**src/rtl/clint_timer_pkg.sv**
```systemverilog
// Shared definitions for the CLINT machine timer: bus widths, register word
// indices and CTRL field layout.
package clint_timer_pkg;

    localparam int ADDR_WIDTH = 32;
    localparam int DATA_WIDTH = 32;

    localparam logic [2:0] CLINT_MTIME_LO    = 3'd0;
    localparam logic [2:0] CLINT_MTIME_HI    = 3'd1;
    localparam logic [2:0] CLINT_MTIMECMP_LO = 3'd2;
    localparam logic [2:0] CLINT_MTIMECMP_HI = 3'd3;
    localparam logic [2:0] CLINT_MSIP        = 3'd4;
    localparam logic [2:0] CLINT_CTRL        = 3'd5;

    localparam int CTRL_EN_BIT       = 0;
    localparam int CTRL_PRESCALE_LSB = 8;
    localparam int CTRL_PRESCALE_MSB = 23;

    function automatic logic [DATA_WIDTH-1:0] ctrl_pack(input logic en,
                                                        input logic [15:0] prescale);
        logic [DATA_WIDTH-1:0] word;
        word = '0;
        word[CTRL_EN_BIT] = en;
        word[CTRL_PRESCALE_MSB:CTRL_PRESCALE_LSB] = prescale;
        return word;
    endfunction

endpackage

```
**src/rtl/clint_timer_prescaler.sv**
```systemverilog
// Prescale counter for mtime: issues one tick every (prescale + 1) enabled
// cycles; a clear restarts the count from zero.
module timer_prescaler (
    input  logic        clk_i,
    input  logic        rst_i,
    input  logic        en_i,
    input  logic [15:0] prescale_i,
    input  logic        clear_i,
    output logic        tick_o
);

    logic [15:0] pc;
    logic        terminal;

    assign terminal = (pc == prescale_i);
    assign tick_o   = en_i & terminal;

    always_ff @(posedge clk_i or negedge rst_i) begin
        if (!rst_i) begin
            pc <= 16'd0;
        end else if (clear_i) begin
            pc <= 16'd0;
        end else if (en_i) begin
            pc <= terminal ? 16'd0 : pc + 16'd1;
        end
    end

endmodule

```
**src/rtl/clint_timer.sv**
```systemverilog
// Memory-mapped machine timer / software interrupt slave on the data-RAM bus.
// Holds mtime, mtimecmp, msip and CTRL; rdata is a combinational OR-muxable read.
module clint_timer
    import clint_timer_pkg::*;
#(
    parameter logic [15:0] PRESCALE_RST = 16'd0,
    parameter logic        EN_RST       = 1'b1
) (
    input  logic                  clk_i,
    input  logic                  rst_i,
    input  logic                  ce_i,
    input  logic                  we_i,
    input  logic [ADDR_WIDTH-1:0] addr_i,
    input  logic [DATA_WIDTH-1:0] wdata_i,
    output logic [DATA_WIDTH-1:0] rdata_o,
    output logic                  irq_timer_o,
    output logic                  irq_software_o
);

    logic [63:0] mtime;
    logic [63:0] mtimecmp;
    logic        msip;
    logic        ctrl_en;
    logic [15:0] ctrl_prescale;
    logic        irq_timer_q;
    logic        tick;

    logic [2:0]  idx;
    logic        wr;
    logic        wr_mtime_lo;
    logic        wr_mtime_hi;
    logic        wr_cmp_lo;
    logic        wr_cmp_hi;
    logic        wr_msip;
    logic        wr_ctrl;

    logic        unused_addr;

    assign idx         = addr_i[4:2];
    assign wr          = ce_i & we_i;
    assign wr_mtime_lo = wr && (idx == CLINT_MTIME_LO);
    assign wr_mtime_hi = wr && (idx == CLINT_MTIME_HI);
    assign wr_cmp_lo   = wr && (idx == CLINT_MTIMECMP_LO);
    assign wr_cmp_hi   = wr && (idx == CLINT_MTIMECMP_HI);
    assign wr_msip     = wr && (idx == CLINT_MSIP);
    assign wr_ctrl     = wr && (idx == CLINT_CTRL);

    assign unused_addr = ^{addr_i[ADDR_WIDTH-1:5], addr_i[1:0]};

    timer_prescaler u_prescaler (
        .clk_i      (clk_i),
        .rst_i      (rst_i),
        .en_i       (ctrl_en),
        .prescale_i (ctrl_prescale),
        .clear_i    (wr_ctrl),
        .tick_o     (tick)
    );

    // A write to either half wins over the tick; the other half just holds.
    always_ff @(posedge clk_i or negedge rst_i) begin
        if (!rst_i) begin
            mtime <= 64'd0;
        end else if (wr_mtime_lo) begin
            mtime[31:0] <= wdata_i;
        end else if (wr_mtime_hi) begin
            mtime[63:32] <= wdata_i;
        end else if (tick) begin
            mtime <= mtime + 64'd1;
        end
    end

    always_ff @(posedge clk_i or negedge rst_i) begin
        if (!rst_i) begin
            mtimecmp <= 64'hFFFF_FFFF_FFFF_FFFF;
        end else if (wr_cmp_lo) begin
            mtimecmp[31:0] <= wdata_i;
        end else if (wr_cmp_hi) begin
            mtimecmp[63:32] <= wdata_i;
        end
    end

    always_ff @(posedge clk_i or negedge rst_i) begin
        if (!rst_i) begin
            msip          <= 1'b0;
            ctrl_en       <= EN_RST;
            ctrl_prescale <= PRESCALE_RST;
        end else begin
            if (wr_msip) begin
                msip <= wdata_i[0];
            end
            if (wr_ctrl) begin
                ctrl_en       <= wdata_i[CTRL_EN_BIT];
                ctrl_prescale <= wdata_i[CTRL_PRESCALE_MSB:CTRL_PRESCALE_LSB];
            end
        end
    end

    // Compare uses the registered values, so the irq lags mtime/mtimecmp by one edge.
    always_ff @(posedge clk_i or negedge rst_i) begin
        if (!rst_i) begin
            irq_timer_q <= 1'b0;
        end else begin
            irq_timer_q <= (mtime >= mtimecmp);
        end
    end

    assign irq_timer_o    = irq_timer_q;
    assign irq_software_o = msip;

    always_comb begin
        rdata_o = '0;
        if (ce_i && !we_i) begin
            case (idx)
                CLINT_MTIME_LO:    rdata_o = mtime[31:0];
                CLINT_MTIME_HI:    rdata_o = mtime[63:32];
                CLINT_MTIMECMP_LO: rdata_o = mtimecmp[31:0];
                CLINT_MTIMECMP_HI: rdata_o = mtimecmp[63:32];
                CLINT_MSIP:        rdata_o = {31'd0, msip};
                CLINT_CTRL:        rdata_o = ctrl_pack(ctrl_en, ctrl_prescale);
                default:           rdata_o = '0;
            endcase
        end
    end

endmodule

```
**config.mk**
```make
export PLATFORM = sky130hd
export DESIGN_NAME = clint_timer
export DESIGN_NICKNAME = d
export VERILOG_FILES = /design/src/rtl/clint_timer_pkg.sv /design/src/rtl/clint_timer_prescaler.sv /design/src/rtl/clint_timer.sv
export SDC_FILE = /design/constraint.sdc
export NUM_CORES = 1
export LEC_CHECK = 0
export CELL_PAD_IN_SITES_DETAIL_PLACEMENT = 0
export CELL_PAD_IN_SITES_GLOBAL_PLACEMENT = 2
export CORE_ASPECT_RATIO = 1.2
export CORE_MARGIN = 2
export CORE_UTILIZATION = 25
export DETAILED_ROUTE_END_ITERATION = 10
export PLACE_DENSITY = 0.67
export SETUP_SLACK_MARGIN = 0.2
export SLEW_MARGIN = 40
export SYNTH_ARGS = -nofsm -noshare
export SYNTH_HDL_FRONTEND = slang
export SYNTH_SLANG_ARGS = --single-unit
```
**constraint.sdc**
```tcl
create_clock -name clk_i -period 4.95 [get_ports clk_i]
set_input_delay 0.7425 -clock clk_i [delete_from_list [all_inputs] [get_ports clk_i]]
set_output_delay 0.7425 -clock clk_i [all_outputs]
set_load 0.01 [all_outputs]
```
==> flow_summary.yaml <==
synth:
  synth_top_area_share_pct: 22.2
  ys_async_sr_fraction_pct: 100
  synthCells: 1268
  synth-seq-cells: 163
  synth.yosys.seq_area_share_pct: 37.7
  synth_top_area_cell: "dfrtp_1"
  ys_types: 72
  avgSynthCellArea_um2: 8.70
  synth_nets: 1402
  synth_area_um2: 11000
  ys_top_cells_by_area: "dfrtp_1 22%, dfstp_2 15%, ha_1 7.5%"
  synth_edf_count: 0
  synthFlopType: "dfrtp_1"
  yosysWarnings: 0
layout:
  drive_above_1_share_pct: 14.1
  diodes: 0
  finalNetCount: 1444
  final_area_um2: 13100
  fillers: 4664
  area_delta_synth_final_pct: 18.6
global_routing:
  overflow: 0
  grt_max_degree: 88
  antenna_found_initial: 1
  grt_pass1_wl_um: 64100
  grt_usage_pct: 18.6
  grt_pass1_vias: 10168
detailed_routing:
  drt_iter0_drc: 603
  drc: 0
  vias: 10084
  ant_nets: 0
  wl_um: 41400
  wl_per_cell_um: 22.0
  viasPerCell: 5.36
  first_pass_iters: 7
timing:
  hold_violations: 0
  period_minus_slack_ns: 4.02
  skew_ns: 0.0130
  max_freq_mhz: 249
  slew_headroom_pct: 48.2
  fin_ws_ns: 0.928
  tightest_slew_ns: 0.768
  period_share_pct: 81.3
  finalSetupTns_ns: 0
  setup_viol: 0
  drv_slew: 0
  rsz0062_at_grt: "no"
cts:
  clock_path_buffers: 2
  ctsResizeCount: 0
  postCtsSetupBuffers: 0
  cts_root_buffer: "clkbuf_16"
  numCtsBuffers: 17
  tritoncts: "yes"
  h-tree-depth: 4
  clkSinkCount: 163
  cts_hold_buf: 0
  clk_pin_slew_worst_paths_ns: 0.06
  clk_latency_ns: 0.46
critical_path:
  cp_slowest_cell: "clkdlybuf4s50_1"
  crit_path_start: "addr_i[3]"
  rr_startpoint: "mtime[7]"
  cp_common_cell: "clkdlybuf4s50_1"
  crit_path_max_fanout: 15
  r2r_cells: 6
  worstPathBufferInverterCount: 4
  timing.rr.end: "mtime[36]"
  max_stage_delay_ns: 0.80
  critPathTopFamily: "buffers and inverters"
  critPathArrivalTime_ns: 3.28
  critical_path.endpoint_type: "output pin"
  required_ns: 4.21
  worstSetupStartpointType: "primary input"
  cp_cell_sequence: "clkdlybuf4s50_1 > inv_1 > nor3_2 > buf_4 > a22oi_1 > a21oi_1 > clkdlybuf4s50_1"
  path_class: "in2out"
  r2r_setup_slack_ns: 1.58
flow_run:
  cap_violations: 0
power:
  peakVddDrop_v: 0.000277
  leakage_nw: 5.05
  p_total_w: 0.00509
  power.density_nw_per_um2: 389
placement:
  io_buffers: 72
  placed_cell_area_um2: 12500
  hpwl_um: 30700
  gp_congestion: 0.849
  preCtsSetupSlack_ns: 0.894
floorplan:
  io_pins: 102
  die_h_um: 234
  core_area_um2: 43700
  fp-row-count: 84
  die_w_um: 196
  start_util_pct: 25.2
  dieArea_um2: 45800
status:
  status: "finished clean"
min_path:
  hold_path_class: "in2async"
kinds of logic after synthesis:
| logic type | after synthesis | share of synthesized area [%] |
|---|---|---|
| XOR/XNOR | 21 | 1.67 |
| multiplexers | 43 | 5.63 |
| AO/OA/AOI/OAI | 345 | 20.4 |
| buffers and inverters | 159 | 5.61 |
| AND/OR/NAND/NOR | 471 | 21.5 |
| flip-flops | 163 | 37.7 |
| adder cells (fa/ha/maj) | 66 | 7.48 |
layout make-up:
cell class	instances	area, um2	share of cell area [%]
Clock buffer	24	504	3.85
Clock inverter	8	123	0.937
Inverter	74	278	2.12
Multi-Input combinational cell	946	6310	48.2
Sequential cell	163	4160	31.8
Tap cell	559	699	5.34
Timing Repair Buffer	108	1020	7.78
report_power, final:
part           internal [W]  total, W  switching, W
registers           0.00173   0.00213      0.000406
logic              0.000659   0.00148      0.000826
clock network      0.000867   0.00147      0.000601
cells in the mapped netlist (5+ instances only):
cell type	instances
a211oi_1	5
a21o_1	7
a21oi_1	62
a221oi_1	7
a22o_1	11
a22oi_1	65
a2bb2oi_1	5
a311oi_1	6
a31oi_1	10
a41oi_1	6
and2_1	17
and3_1	25
and4_1	7
buf_1	11
clkbuf_1	68
dfrtp_1	98
dfstp_2	65
ha_1	66
inv_1	74
mux2_2	23
mux2i_1	7
mux4_2	13
nand2_1	149
nand2b_1	5
nand3_1	66
nand4_1	35
nor2_1	81
nor2b_1	5
nor3_1	18
nor4_1	20
o211ai_1	13
o21ai_0	94
o22a_1	5
o22ai_1	18
o311ai_1	6
or3_1	8
or4_1	16
xor2_1	18
flip-flops by register name, summed over array words and instances, names as in the netlist:
signal	flops
ctrl_prescale	16
irq_software_o	1
mtimecmp	64
ctrl_en	1
irq_timer_o	1
u_prescaler.pc	16
mtime	64
metrics by stage:
| step | hold slack [ns] | instances | util (%) |
|---|---|---|---|
| 2_1_floorplan | 0.447 | 1268 | - |
| 3_3_place_gp | 0.497 | 1849 | 28.5 |
| 3_5_place_dp | 0.507 | 1850 | 28.5 |
| 4_1_cts | 0.340 | 1882 | 29.9 |
| 5_1_grt | 0.369 | 1882 | 29.9 |
| 6_report | 0.315 | 1882 | 29.9 |
per-layer routing:
| metal | global-route usage, % | routed length [um] |
|---|---|---|
| met3 | 2.52 | 1670 |
| met5 | 0 | 10 |
| met2 | 31.0 | 19500 |
| met1 | 24.6 | 19100 |
| met4 | 7.20 | 1180 |
worst max path at each step:
stage | end | cells after the start | slack, ns
floorplan | rdata_o[15] | 5 | 1.75
global placement | rdata_o[24] | 7 | 0.90
detailed placement | rdata_o[24] | 7 | 0.89
CTS | rdata_o[24] | 7 | 0.87
global route | rdata_o[29] | 7 | 0.74
finish | rdata_o[4] | 7 | 0.93
cells in the final DEF (no fill, tap or decap), drive strengths merged, types with 37 or more instances in the layout:
cell type	n
a21oi	62
a22oi	65
buf	37
clkdlybuf4s50	71
dfrtp	98
dfstp	65
ha	66
inv	74
nand2	149
nand3	67
nor2	81
o21ai	95
No activity file was read; power rests on OpenSTA's default activity.
